===== config.mk =====
export PLATFORM = sky130hd
export DESIGN_NAME = f_d_inst_queue
export DESIGN_NICKNAME = d
export VERILOG_FILES = /design/src/rtl/f_d_inst_queue_pkg.sv /design/src/rtl/f_d_inst_queue_ram.sv /design/src/rtl/f_d_inst_queue.sv
export SDC_FILE = /design/constraint.sdc
export NUM_CORES = 1
export LEC_CHECK = 0
export ABC_AREA = 1
export CAP_MARGIN = 10
export CORE_UTILIZATION = 30
export DETAILED_ROUTE_END_ITERATION = 10
export GPL_TIMING_DRIVEN = 0
export PLACE_DENSITY = 0.52
export SLEW_MARGIN = 40
export SYNTH_ARGS = -nofsm -noshare
export SYNTH_HDL_FRONTEND = slang
export SYNTH_SLANG_ARGS = --single-unit

===== constraint.sdc =====
create_clock -name clk -period 15.15 [get_ports clk]
set_clock_uncertainty 0.15 [all_clocks]
set_input_delay 3.03 -clock clk [delete_from_list [all_inputs] [get_ports clk]]
set_output_delay 3.03 -clock clk [all_outputs]
set_load 0.1 [all_outputs]

===== src/rtl/f_d_inst_queue_pkg.sv =====
// Shared constants and the fetch-to-decode bundle layout for the instruction queue.
package f_d_inst_queue_pkg;

    localparam logic [31:0] OP_ERET  = 32'h4200_0018;
    localparam logic [31:0] RESET_PC = 32'h8000_0000;
    localparam int          FD_W     = 32 + 32 + 1 + 32 + 1;

    typedef struct packed {
        logic [31:0] pc;
        logic [31:0] instr;
        logic        adel;
        logic [31:0] badvaddr;
        logic        eret;
    } fd_bundle_t;

endpackage


===== src/rtl/f_d_inst_queue_ram.sv =====
// Bundle storage for the fetch/decode queue: one write port, asynchronous read
// so the head entry falls through to decode without an extra cycle.
module fd_queue_ram
    import f_d_inst_queue_pkg::*;
#(
    parameter int DEPTH = 4,
    parameter int AW    = $clog2(DEPTH)
) (
    input  logic            clk,
    input  logic            we_i,
    input  logic [AW-1:0]   waddr_i,
    input  logic [FD_W-1:0] wdata_i,
    input  logic [AW-1:0]   raddr_i,
    output logic [FD_W-1:0] rdata_o
);

    logic [FD_W-1:0] mem_q [DEPTH];

    always_ff @(posedge clk) begin
        if (we_i) begin
            mem_q[waddr_i] <= wdata_i;
        end
    end

    assign rdata_o = mem_q[raddr_i];

endmodule


===== src/rtl/f_d_inst_queue.sv =====
// Fetch-to-decode instruction queue: circular FIFO with first-word fall-through,
// sealing after an AdEL or eret fetch until the pipeline is flushed.
module f_d_inst_queue
    import f_d_inst_queue_pkg::*;
#(
    parameter int DEPTH = 4,
    parameter int AW    = $clog2(DEPTH)
) (
    input  logic        clk,
    input  logic        rst,
    input  logic        flush,
    input  logic        f_valid,
    output logic        f_ready,
    input  logic [31:0] f_pc,
    input  logic [31:0] f_instr,
    input  logic        f_adel,
    input  logic [31:0] f_badvaddr,
    input  logic        f_eret,
    output logic        d_valid,
    input  logic        d_ready,
    output logic [31:0] d_pc,
    output logic [31:0] d_instr,
    output logic        d_adel,
    output logic [31:0] d_badvaddr,
    output logic        d_eret,
    output logic [AW:0] count
);

    localparam logic [AW:0] FULL_CNT = (AW + 1)'(DEPTH);

    logic [AW-1:0] rd_ptr_q, rd_ptr_d;
    logic [AW-1:0] wr_ptr_q, wr_ptr_d;
    logic [AW:0]   count_q, count_d;
    logic          sealed_q, sealed_d;
    logic          push, pop;
    fd_bundle_t    wr_bundle, rd_bundle;
    logic [FD_W-1:0] rd_raw;

    // f_ready depends only on registered state and flush, never on d_ready.
    assign f_ready = (count_q != FULL_CNT) & ~sealed_q & ~flush;
    assign d_valid = (count_q != '0);
    assign push    = f_valid & f_ready;
    assign pop     = d_valid & d_ready;
    assign count   = count_q;

    always_comb begin
        wr_bundle.pc       = f_pc;
        wr_bundle.instr    = f_adel ? 32'h0 : f_instr;
        wr_bundle.adel     = f_adel;
        wr_bundle.badvaddr = f_badvaddr;
        wr_bundle.eret     = f_eret;
    end

    fd_queue_ram #(
        .DEPTH (DEPTH),
        .AW    (AW)
    ) u_ram (
        .clk     (clk),
        .we_i    (push & ~rst),
        .waddr_i (wr_ptr_q),
        .wdata_i (wr_bundle),
        .raddr_i (rd_ptr_q),
        .rdata_o (rd_raw)
    );

    assign rd_bundle = rd_raw;

    // Stale storage is masked so an empty queue presents an all-zero (nop) head.
    assign d_pc       = d_valid ? rd_bundle.pc       : 32'h0;
    assign d_instr    = d_valid ? rd_bundle.instr    : 32'h0;
    assign d_adel     = d_valid & rd_bundle.adel;
    assign d_badvaddr = d_valid ? rd_bundle.badvaddr : 32'h0;
    assign d_eret     = d_valid & rd_bundle.eret;

    always_comb begin
        rd_ptr_d = rd_ptr_q;
        wr_ptr_d = wr_ptr_q;
        count_d  = count_q;
        sealed_d = sealed_q;
        if (rst | flush) begin
            rd_ptr_d = '0;
            wr_ptr_d = '0;
            count_d  = '0;
            sealed_d = 1'b0;
        end else begin
            if (push) begin
                wr_ptr_d = wr_ptr_q + AW'(1);
                if (f_adel | f_eret) begin
                    sealed_d = 1'b1;
                end
            end
            if (pop) begin
                rd_ptr_d = rd_ptr_q + AW'(1);
            end
            case ({push, pop})
                2'b10:   count_d = count_q + (AW + 1)'(1);
                2'b01:   count_d = count_q - (AW + 1)'(1);
                default: count_d = count_q;
            endcase
        end
    end

    always_ff @(posedge clk) begin
        rd_ptr_q <= rd_ptr_d;
        wr_ptr_q <= wr_ptr_d;
        count_q  <= count_d;
        sealed_q <= sealed_d;
    end

endmodule


# --- After elaboration in Yosys (flattened, before gate mapping) ---
# Memory sizes are Yosys's and may differ from the RTL's. A register that Yosys moved wholly into a read port is not among the register bits.
# Cells that the tools add are included.
totals:
  register_bits: 8
  mem_bits_rw: 392
  out_inout_bits: 103
  memories: 1
classes:
  addsub: 4
  eq_ne: 3
  muxes: 9
  bitwise_logic: 12
  n_reduce_logical: 3
memory_table:
  columns: ["memory", "depth", "width", "rd", "rd_clocked_by_memory_dff", "write_ports", "line_no", "source"]
  rows:
  - ["u_ram.mem_q", 4, 98, 1, 1, 1, "f_d_inst_queue_ram.sv:17", "logic [FD_W-1:0] mem_q [DEPTH];"]
op_table:
  columns: ["op", "n"]
  rows:
  - ["32-bit 2-to-1 mux", 4]
  - ["1-bit AND", 7]
  - ["3-bit one-hot mux with 2 select lines", 1]
  - ["2-bit by 1-bit adder with 2-bit output, second input constant", 2]
  - ["2-bit 2-to-1 mux", 2]
  - ["3-bit by 1-bit adder with 3-bit output, second input constant", 1]
  - ["3-bit != test, second input constant", 1]
  - ["1-bit NOT", 3]
  - ["3-bit nonzero test", 1]
  - ["3-bit by 1-bit subtractor with 3-bit output, second input constant", 1]
  - ["2-bit by 1-bit == test with 1-bit output, second input constant", 1]
  - ["2-bit == test, second input constant", 1]
  - ["1-bit 2-to-1 mux", 2]
  - ["1-bit OR", 2]
  - ["2-bit AND reduction", 1]
  - ["2-bit nonzero test", 1]

# --- Logic depth before layout (Yosys ltp) ---
# Gate-level depths: netlist of run 1.
depth:
  word_depth: 7
  depth_mapped: 13
  mapped_depth_nobuf: 13

# --- Modules after synthesis ---
# From an unflattened synthesis of run 1, not the netlist that was laid out.
hier_totals:
  hier_cells: 1886
  hier_area_um2: 17987.3
by_module_without_submodules:
  columns: ["mod", "n_inst", "cells_per_inst", "area_each_um2"]
  rows:
  - ["fd_queue_ram", 1, 1543, 16487.1]
  - ["f_d_inst_queue", 1, 343, 1500.2]

# --- Worst setup path after synthesis of run 1 ---
# No wires, ideal clock.
synth_path:
  kind: "input to register"
  from: "input port flush"
  to: "memory u_ram.mem_q[0][0] in the netlist's numbering, enable pin"
  setup_ns: 0.697
  arrival_ns: 10.578
  t_required_ns: 14.303
  path_slack_ns: 3.725
  cell_stages: 3
  cell_sequence: "nor2_1 nand3_1 nor3b_1"
synth_between:
  elab_chain_len: 6
synth_rtl:
  columns: ["item", "line_no", "source"]
  rows:
  - ["from (decl)", "f_d_inst_queue.sv:11", "input logic flush,"]
  - ["1-bit NOT", "f_d_inst_queue.sv:40", "assign f_ready = (count_q != FULL_CNT) & ~sealed_q & ~flush;"]
  - ["1-bit AND", "f_d_inst_queue.sv:40", null]
  - ["1-bit AND", "f_d_inst_queue.sv:42", "assign push = f_valid & f_ready;"]
  - ["1-bit AND", "f_d_inst_queue.sv:59", ".we_i (push & ~rst),"]
  - ["1-bit 2-to-1 mux", "f_d_inst_queue_ram.sv:20", "if (we_i) begin"]
  - ["1-bit 2-to-1 mux (not written as such)", "f_d_inst_queue_ram.sv:21", "mem_q[waddr_i] <= wdata_i;"]
  - ["to (decl)", "f_d_inst_queue_ram.sv:17", null]
# No other way between the ends.

# --- Worst setup path after layout of run 1 ---
layout_path:
  from: "input port flush"
  to: "output port f_ready"
layout_between:
  elab_chain_len: 2
layout_rtl:
  columns: ["item", "line_no", "source"]
  rows:
  - ["1-bit NOT", "f_d_inst_queue.sv:40", null]
  - ["1-bit AND", "f_d_inst_queue.sv:40", null]
  - ["to (decl)", "f_d_inst_queue.sv:13", "output logic f_ready,"]
# No other way between the ends.

==> results by group, run 1 <==
Worst setup path
  – R2R setup slack: 11.48 ns
  – CP endpoint kind: output port
  – CP arrival: 4.00 ns
  – Reg-to-reg startpoint: count[1]
  – CP Launch Type: input port
  – Worst EP required: 11.97 ns
  – Slowest library cell on the worst path: clkdlybuf4s50_1
  – Crit Path Class: in -> out
  – Crit Path Max Fanout: 3
  – Worst path cell trace: clkdlybuf4s50_1 > nor2_1 > buf_2
  – Cell depth of the worst flop-to-flop path: 12
  – CP max stage delay: 0.43 ns
  – R2R Path End: u_ram.mem_q[0][18]

Placed design
  – Final HPWL from detailed placement: 29200 um
  – Place WS: 7.98 ns
  – GPL Wtd Cong: 0.739
  – IO Port Bufs: 205
  – Placed Cells: 2273

Status
  – Outcome: finished, final reports clean

Global routing
  – Antenna violations before repair: 2
  – First-pass GRT wire length: 64000 um
  – Largest net degree at the start of global routing: 14
  – GRT Util Overall: 15.9%
  – Number of global-route vias before repair: 10573
  – Gr ovfl total: 0

Floorplan
  – I/O Pins: 206
  – Die H: 233 um
  – Initial Utilization: 30.3%
  – Die width: 233 um
  – # rows: 84
  – Core area: 0.0526 sq mm
  – Full die area: 0.0541 sq mm

Hold path
  – Hold Crit Depth: 2
  – Worst Hold Class: reg -> reg
  – Hold path endpoint: sealed_q
  – Hold_sp: sealed_q

STA
  – Timing-limited maximum frequency: 139 MHz
  – Setup TNS: 0 ns
  – Normalized max-slew margin: 56.5%
  – Worst Tran Pin Value: 0.653 ns
  – # setup viols final: 0
  – Final Max Tran Viols: 0
  – Post-layout worst setup margin: 7.97 ns
  – RSZ-0062 raised after global routing: no
  – Hold_ws: 0.332 ns
  – Final period utilization: 47.4%
  – Final hold vios: 0
  – Final Critical Period: 7.18 ns

Clock tree
  – Clock Root Buffer: clkbuf_16
  – Gates resized, CTS repair: 0
  – Clock Sinks: 402
  – CTS H-Tree Depth: 2
  – Hold buffers post-CTS: 0
  – Worst-path clk slew: 0.06 ns
  – Total CTS buffers: 44
  – TritonCTS clock tree: yes
  – Post-CTS Setup Inserts: 0
  – Clk_lat worst skew: 0.56 ns
  – CTS Buffer Depth: 3

Yosys
  – Mapped Cells: 1303
  – Cell variety after synth: 21
  – Syn_area_per_cell: 12.2 sq um
  – Syn nets: 1412
  – Seq cells post-synth: 402
  – Mapped cell area: 0.0159 sq mm
  – Post-synthesis sequential area ratio: 75.1%
  – Yosys warning total: 0

Route
  – Final ANT Viol Nets: 0
  – DR WL/cell: 18.4 um
  – Post-Route WL: 43300 um
  – Initial detailed-routing violation count: 633
  – Drc violations: 0
  – Routed via count: 10724
  – Vias per inst: 4.57
  – DR pass1 iterations: 5

Layout
  – Layout cells sized above 1: 17.5%
  – Nets: 1740
  – Area grow syn2layout: 26.4%
  – Finished Layout Cells: 2349
  – Final core utilization: 38.4%

Power
  – VDD IR max: 0.0718 mV
  – Leakage: 7.49 nW
  – Power Density: 122 mW/mm^2

Flow run
  – # Max-Cap Violations: 0
-- cell usage after synthesis --
| library cell | number | area, sq um |
|---|---|---|
| nand3_1 | 4 | 20.0 |
| buf_2 | 13 | 65.1 |
| edfxtp_1 | 392 | 11800 |
| buf_1 | 1 | 3.75 |
| buf_4 | 18 | 135 |
| o21ai_0 | 107 | 536 |
| nand2_1 | 20 | 75.1 |
| fa_1 | 1 | 20.0 |
| clkbuf_2 | 14 | 70.1 |
| a21oi_1 | 104 | 521 |
| clkbuf_1 | 29 | 109 |
| buf_6 | 3 | 33.8 |
| o21ai_1 | 90 | 450 |
| inv_2 | 2 | 7.51 |
| nor3b_1 | 4 | 30.0 |
| ha_1 | 5 | 62.6 |
| inv_4 | 1 | 6.26 |
| inv_1 | 50 | 188 |
| dfxtp_1 | 10 | 200 |
| nor2_1 | 432 | 1620 |
| nand4_1 | 3 | 18.8 |
-- area by class of cell --
cell class                 instances  area (sq um)
fill                            5091         32400
sequential                       402         12000
multi-input combinational        770          3370
timing repair buffer             282          2050
clock buffer                      53          1160
tap                              688           861
buffer                            78           417
inverter                          53           201
clock inverter                    22           124
antenna                            1          2.50
-- layer usage --
layer	share of wire [%]	global-route usage [%]	up-vias	routed length, um
met5	0.039	0	-	17
met4	1.9	4.27	2	826
met3	5.2	3.48	52	2240
met2	48	26.1	256	20700
met1	45	21.0	5216	19500
li1	-	-	5198	-
-- worst max-delay path by stage --
stage | startpoint | endpoint | slack, ns | depth (start not counted)
finish | flush | f_ready | 7.97 | 3
global route | flush | f_ready | 7.91 | 3
CTS | flush | f_ready | 7.97 | 3
detailed placement | flush | f_ready | 7.98 | 3
global placement | flush | u_ram.mem_q[3][18] | -3.65 | 4
floorplan | flush | u_ram.mem_q[0][0] | 3.73 | 3
-- critical path, delay by kind of cell --
kind          cells  cell delay (ns)
buf+inv           2             0.86
simple gates      1             0.11
-- registers in the layout, indices dropped and copies added, names as in the netlist, named ones only --
register and count:
sealed_q 1, rd_ptr_q 2, wr_ptr_q 2, count 3, u_ram.mem_q 392
-- per-stage QoR --
stage	area, sq um	total power, mW
2_1_floorplan	15900	1.44
3_3_place_gp	18900	1.54
3_5_place_dp	18900	1.52
4_1_cts	20200	2.50
5_1_grt	20200	2.55
6_report	20200	2.47
-- power by group --
group	switching (mW)	internal (mW)
combinational	0.204	0.0567
clock	0.415	0.555
sequential	0.00295	1.23
-- logic make-up (layout without fill, tap and decap cells) --
| family | after synthesis | count (layout) | share of synthesized area (%) |
|---|---|---|---|
| flip-flops | 402 | 402 | 75.1 |
| buffers and inverters | 131 | 488 | 3.88 |
| AO/OA/AOI/OAI | 301 | 301 | 9.45 |
| adder cells (fa/ha/maj) | 6 | 6 | 0.518 |
| AND/OR/NAND/NOR | 463 | 463 | 11.1 |
| other | 0 | 1 | 0 |
-- layout by cell type, fill, tap and decap left out, drive strengths merged --
master,instances
nor2,432
fa,1
nor3b,4
bufinv,1
inv,53
clkinvlp,1
o21ai,197
nand2,20
clkdlybuf4s50,102
clkbuf,96
clkinv,20
nand3,4
nand4,3
a21oi,104
edfxtp,392
diode,1
dfxtp,10
buf,215
ha,5
(Power assumes the default switching activity.)
==> inputs of run 2 (changes only) <==
--- a/config.mk
+++ b/config.mk
@@ -10,7 +10,7 @@
 export CORE_UTILIZATION = 30
 export DETAILED_ROUTE_END_ITERATION = 10
 export GPL_TIMING_DRIVEN = 0
-export PLACE_DENSITY = 0.52
+export PLACE_DENSITY = 0.53
 export SLEW_MARGIN = 40
 export SYNTH_ARGS = -nofsm -noshare
 export SYNTH_HDL_FRONTEND = slang
==> constraint.sdc (replaced) <==
create_clock -name clk -period 6 [get_ports clk]
set_clock_uncertainty 0.15 [all_clocks]
set_input_delay 1.2 -clock clk [delete_from_list [all_inputs] [get_ports clk]]
set_output_delay 1.2 -clock clk [all_outputs]
set_load 0.1 [all_outputs]
==> run 2 against run 1 <==
  * Worst setup slack worse by 6.0 ns
  * Sequential share of layout area is 0.16 points higher
  * Sequential power grew to 2.5 times the previous value
  * First-iteration DRC count is 0.32% lower
  * Register-to-register slack worse by 8.8 ns
  * Sequential cell count stayed put
  * Cell area is 0.26% lower
  * Via count is 1.4% lower
  * Critical endpoint is now u_ram.mem_q[2][14]
==> results by group, run 2 (synthesis results as in run 1) <==
Status
  – Outcome: finished, final reports clean

Layout
  – Design area: 0.0201 sq mm (-0.26%)
  – Most common cell after layout, fill and taps aside: nor2_1
  – Layout cells sized above 1: 15.9% (-1.6 points)
  – Commonest cells after routing, fill and taps aside: nor2_1, edfxtp_1, buf_2
  – # diodes: 0 (-1)
  – Nets: 1711 (-1.7%)
  – Max reg flops: 392 (unchanged)
  – Finished Layout Cells: 2322 (-1.1%)
  – Area grow syn2layout: 26.1%
  – Final core utilization: 38.3% (-0.10 points)
  – Most flops, register: u_ram.mem_q

STA
  – Normalized max-slew margin: 52.5% (-4.0 points)
  – Final period utilization: 67.8%
  – Worst Tran Pin Value: 0.712 ns (+0.0593 ns)
  – Timing-limited maximum frequency: 246 MHz
  – # setup viols final: 0 (unchanged)
  – Post-layout worst setup margin: 1.93 ns (-6.04 ns)
  – Final Max Tran Viols: 0 (unchanged)
  – Hold_ws: 0.334 ns (+0.00249 ns)
  – Final Critical Period: 4.07 ns
  – Setup TNS: 0 ns (unchanged)
  – RSZ-0062 raised after global routing: no
  – Final hold vios: 0 (unchanged)

Hold path
  – Hold_sp: sealed_q
  – Worst Hold Class: reg -> reg
  – Hold Crit Depth: 2 (unchanged)
  – Hold path endpoint: sealed_q

Worst setup path
  – CP dominant cell by count: buf_4
  – CP arrival: 4.16 ns (+0.16 ns)
  – Cell depth of the worst flop-to-flop path: 9 (-3)
  – R2R setup slack: 2.65 ns (-8.83 ns)
  – CP Launch Type: input port
  – Worst path cell trace: clkdlybuf4s50_1 > nor2_1 > nand3_1 > nor3b_4 > buf_4 > buf_6 > buf_4 > buf_4 > buf_4
  – Worst EP required: 6.10 ns (-5.87 ns)
  – Reg-to-reg startpoint: count[1]
  – Crit Path Max Fanout: 10 (+7)
  – Slowest library cell on the worst path: nor3b_4
  – CP endpoint kind: register
  – Crit Path Class: in -> reg
  – CP max stage delay: 0.67 ns (+0.24 ns)
  – R2R Path End: u_ram.mem_q[2][14]

Placed design
  – Place WS: 1.33 ns (-6.65 ns)
  – Placed Cells: 2243 (-1.3%)
  – GPL Wtd Cong: 0.740 (+0.23%)
  – IO Port Bufs: 205 (unchanged)
  – Final HPWL from detailed placement: 28200 um (-3.6%)
  – Placed cell areas: 0.0188 sq mm (-0.40%)

Route
  – Routed via count: 10572 (-1.4%)
  – Post-Route WL: 42500 um (-1.8%)
  – Final ANT Viol Nets: 0 (unchanged)
  – Highest Signal Layer: met5
  – Initial detailed-routing violation count: 631 (-0.32%)
  – DR WL/cell: 18.3 um (-0.61%)
  – Wl on met1: 18900 um (-2.9%)
  – DR pass1 iterations: 5 (unchanged)
  – Met3 routed WL: 2450 um (+9.3%)
  – Drc violations: 0 (unchanged)
  – Vias per inst: 4.55 (-0.27%)
  – DR WL met2: 20300 um (-2.0%)

Clock tree
  – CTS Buffer Depth: 3 (unchanged)
  – Clk_lat worst skew: 0.56 ns (about the same)
  – TritonCTS clock tree: yes
  – Hold buffers post-CTS: 0 (unchanged)
  – Clock Sinks: 402 (unchanged)
  – Post-CTS Setup Inserts: 0 (unchanged)
  – Total CTS buffers: 45 (+2.3%)
  – Clock Root Buffer: clkbuf_16
  – Gates resized, CTS repair: 0 (unchanged)
  – Worst-path clk slew: 0.06 ns (about the same)
  – CTS H-Tree Depth: 2 (unchanged)

Global routing
  – Gr ovfl total: 0 (unchanged)
  – First-pass GRT wire length: 62800 um (-2.0%)
  – Largest net degree at the start of global routing: 13 (-1)
  – Number of global-route vias before repair: 10321 (-2.4%)
  – Antenna violations before repair: 1 (-1)
  – GRT Util Overall: 15.6% (-0.28 points)

Floorplan
  – Initial Utilization: 30.3% (unchanged)
  – Core area: 0.0526 sq mm (unchanged)
  – Die H: 233 um (unchanged)
  – Full die area: 0.0541 sq mm (unchanged)
  – I/O Pins: 206 (unchanged)
  – # rows: 84 (unchanged)
  – Die width: 233 um (unchanged)

Power
  – Net Sw Power: 1.59 mW (+160%)
  – Seq pwr share: 50.0% (about the same)
  – Leakage: 7.35 nW (-1.8%)
  – Sw Share: 25.5% (+0.22 points)
  – VDD IR max: 0.194 mV (+170%)
  – Power Internal: 4.66 mW (+150%)
  – Combinational group share of total power: 10.6% (about the same)
  – Power Density: 311 mW/mm^2 (+150%)
  – Final Power: 6.25 mW (+150%)
  – Clock network power share: 39.5% (+0.2 points)

Flow run
  – # Max-Cap Violations: 0 (unchanged)
## run 2: cell type report
type,instances,area [sq um]
buffer,78,417
clock buffer,58,1200
clock inverter,21,110
fill,5088,32400
inverter,53,201
multi-input combinational,770,3400
sequential,402,12000
tap,688,861
timing repair buffer,252,1950
## run 2: layer usage
layer	up-vias	track usage, %
met2	274	25.4
li1	5145	-
met5	-	0
met1	5098	20.7
met4	2	4.55
met3	53	3.36
## run 2: power groups by stage
stage	Combinational [mW]	Sequential (mW)	Clock, mW
after detailed placement	0.665	3.18	0
after global placement	0.691	3.19	0
after floorplan	0.443	3.19	0
final	0.659	3.12	2.47
after CTS	0.666	3.12	2.54
after global routing	0.697	3.12	2.64
## run 2: critical path, delay by kind of cell
family                 cells  cell delay, ns
AND/OR/NAND/NOR            3            1.30
buffers and inverters      6            1.64
## run 2: how the worst max path moves through the flow
| stage | start | endpoint | slack, ns | cells after the start |
|---|---|---|---|---|
| floorplan | flush | u_ram.mem_q[0][0] | -0.17 | 3 |
| finish | flush | u_ram.mem_q[2][14] | 1.93 | 9 |
| CTS | register | d_pc[31] | 1.89 | 7 |
| global route | flush | u_ram.mem_q[2][14] | 1.71 | 9 |
| detailed placement | flush | u_ram.mem_q[2][14] | 1.33 | 9 |
| global placement | flush | u_ram.mem_q[1][11] | -4.27 | 4 |
==> inputs of run 3 (changes only) <==
--- a/config.mk
+++ b/config.mk
@@ -10,7 +10,7 @@
 export CORE_UTILIZATION = 30
 export DETAILED_ROUTE_END_ITERATION = 10
 export GPL_TIMING_DRIVEN = 0
-export PLACE_DENSITY = 0.53
+export PLACE_DENSITY = 0.52
 export SLEW_MARGIN = 40
 export SYNTH_ARGS = -nofsm -noshare
 export SYNTH_HDL_FRONTEND = slang
==> constraint.sdc (replaced) <==
create_clock -name clk -period 4.1 [get_ports clk]
set_clock_uncertainty 0.15 [all_clocks]
set_input_delay 0.82 -clock clk [delete_from_list [all_inputs] [get_ports clk]]
set_output_delay 0.82 -clock clk [all_outputs]
set_load 0.1 [all_outputs]
==> run 3 against run 2 <==
  * Worst hold slack better by 0.013 ns
  * Sequential cell count unchanged
  * Wire length up 1.3%
  * Via count up 0.31%
  * Critical path depth down 2
  * Non-clock buffer count up 4
  * Worst setup slack worse by 1.5 ns
  * Count of clock-buffer cells in the layout down 3
  * First-iteration DRC count up 22%
  * Core utilization up 0.58 points
  * Die area unchanged
  * Critical path type is now reg -> out
  * Critical endpoint is now d_instr[0]
  * Largest cell class unchanged
  * Largest power group unchanged
==> results by group, run 3 (synthesis results as in run 1) <==
Layout
  – Layout cells sized above 1: 19.0% (+3.1 points)
  – Most common cell after layout, fill and taps aside: nor2_1
  – Final core utilization: 38.8% (+0.58 points)
  – Multi-input gate area: 0.00356 sq mm (+4.8%)
  – Register Area: 0.0120 sq mm (about the same)
  – Layout fillers: 5061 (-0.53%)
  – Commonest cells after routing, fill and taps aside: nor2_1, edfxtp_1, buf_2
  – Max reg flops: 392 (unchanged)
  – Nets: 1715 (+0.23%)
  – Finished Layout Cells: 2328 (+0.26%)
  – # diodes: 0 (unchanged)
  – Area grow syn2layout: 28.0%
  – Most flops, register: u_ram.mem_q

STA
  – Final hold vios: 0 (unchanged)
  – # setup viols final: 0 (unchanged)
  – Final Critical Period: 3.69 ns
  – Normalized max-slew margin: 44.7% (-7.8 points)
  – RSZ-0062 raised after global routing: no
  – Final Max Tran Viols: 0 (unchanged)
  – Post-layout worst setup margin: 0.412 ns (-1.52 ns)
  – Final period utilization: 89.9%
  – Timing-limited maximum frequency: 271 MHz
  – Worst Tran Pin Value: 0.829 ns (+0.116 ns)

Floorplan
  – Full die area: 0.0541 sq mm (unchanged)
  – Die width: 233 um (unchanged)
  – Core area: 0.0526 sq mm (unchanged)
  – Initial Utilization: 30.3% (unchanged)
  – # rows: 84 (unchanged)
  – I/O Pins: 206 (unchanged)
  – Die H: 233 um (unchanged)

Worst setup path
  – Worst path cell trace: buf_4 > inv_2 > clkbuf_1 > nor2_1 > o21ai_1 > a21oi_1 > buf_2
  – Worst EP required: 3.13 ns (-2.97 ns)
  – CP Launch Type: register
  – Slowest library cell on the worst path: buf_2
  – Crit Path Class: reg -> out
  – CP max stage delay: 0.49 ns (-0.18 ns)
  – CP endpoint kind: output port
  – Crit Path Max Fanout: 10 (unchanged)
  – CP arrival: 2.72 ns (-1.44 ns)

Global routing
  – Number of global-route vias before repair: 10203 (-1.1%)
  – Antenna violations before repair: 0 (-1)
  – Gr ovfl total: 0 (unchanged)
  – Largest net degree at the start of global routing: 13 (unchanged)
  – GRT Util Overall: 15.7% (+0.16 points)
  – First-pass GRT wire length: 63400 um (+1.0%)

Placed design
  – IO Port Bufs: 205 (unchanged)
  – Placed Cells: 2247 (+0.18%)
  – GPL Wtd Cong: 0.737 (-0.47%)
  – Final HPWL from detailed placement: 28600 um (+1.6%)
  – Place WS: 0.369 ns (-0.959 ns)

Clock tree
  – TritonCTS clock tree: yes
  – Clock Root Buffer: clkbuf_16
  – Gates resized, CTS repair: 0 (unchanged)
  – Post-CTS Setup Inserts: 0 (unchanged)
  – CTS Buffer Depth: 3 (unchanged)
  – Worst-path clk slew: 0.06 ns (about the same)
  – Total CTS buffers: 45 (unchanged)
  – CTS H-Tree Depth: 2 (unchanged)
  – Clock Sinks: 402 (unchanged)
  – Clk_lat worst skew: 0.56 ns (about the same)
  – Hold buffers post-CTS: 0 (unchanged)

Power
  – VDD IR max: 0.258 mV (+33%)
  – Net Sw Power: 2.36 mW (+48%)
  – Combinational group share of total power: 10.6% (about the same)
  – Power Density: 454 mW/mm^2 (+46%)
  – Power Internal: 6.92 mW (+49%)
  – Leakage: 7.41 nW (+0.74%)
  – Seq pwr share: 49.2% (-0.8 points)
  – Clock network power share: 40.2% (+0.7 points)
  – Sw Share: 25.4% (about the same)

Route
  – Routed via count: 10605 (+0.31%)
  – DR WL/cell: 18.5 um (+1.0%)
  – Post-Route WL: 43000 um (+1.3%)
  – Initial detailed-routing violation count: 768 (+22%)
  – Drc violations: 0 (unchanged)
  – DR pass1 iterations: 5 (unchanged)
  – Final ANT Viol Nets: 0 (unchanged)
  – Vias per inst: 4.56 (about the same)

Hold path
  – Worst Hold Class: reg -> reg

Flow run
  – # Max-Cap Violations: 0 (unchanged)

Status
  – Outcome: finished, final reports clean
## run 3: cell count changes in the layout (fill, tap and decap cells not counted), moves of 3 or more
cell      previous run  this run
buf_6               19        27
clkbuf_1            41        37
a21oi_1            104        66
a21oi_2              0        38
buf_8                0         3
dfxtp_1             10         7
buf_4               49        42
## run 3: final timing paths
kind | startpoint | endpoint | slack [ns] | depth (start not counted)
hold / removal | count[0] | count[0] | 0.35 | 2
setup / recovery | register | d_instr[0] | 0.41 | 7
hold reg to reg | count[0] | count[0] | 0.35 | 2
setup reg to reg | count[1] | u_ram.mem_q[0][9] | 1.29 | 9
## run 3: through the flow
step,power [mW],cell area (sq um),hold WS (ns),TNS [ns]
floorplan,5.33,16200,0.314,-69.64
CTS,9.39,20400,0.347,0
finish,9.28,20400,0.347,0
global placement,5.69,19100,0.339,-1158.95
detailed placement,5.65,19100,0.337,0
global route,9.58,20400,0.379,0
## run 3: cell type report
| type | instances | area share (%) |
|---|---|---|
| Timing Repair Buffer | 256 | 9.96 |
| Tap cell | 688 | 4.22 |
| Clock inverter | 26 | 0.742 |
| Buffer | 78 | 2.04 |
| Inverter | 53 | 0.987 |
| Multi-Input combinational cell | 770 | 17.5 |
| Sequential cell | 402 | 58.7 |
| Clock buffer | 55 | 5.91 |
## run 3: metal layers
metal | vias up | share of wire (%) | track usage, %
met5 | - | 0 | 0
met1 | 5130 | 46 | 21.6
met3 | 67 | 5.0 | 3.20
li1 | 5159 | - | -
met4 | 0 | 2.2 | 4.21
met2 | 249 | 47 | 25.2
## run 3: critical path, delay by kind of cell, from the launching register on
kind,cells,cell delay [ns]
buffers and inverters,4,1.30
AND/OR/NAND/NOR,1,0.18
flip-flops,1,0.30
AO/OA/AOI/OAI,2,0.36
## run 3: power by group through the flow
stage | logic [mW] | clock network, mW | registers [mW]
after CTS | 0.997 | 3.82 | 4.57
after global placement | 1.03 | 0 | 4.66
final | 0.985 | 3.72 | 4.57
after global routing | 1.04 | 3.97 | 4.57
after floorplan | 0.667 | 0 | 4.66
after detailed placement | 0.995 | 0 | 4.65
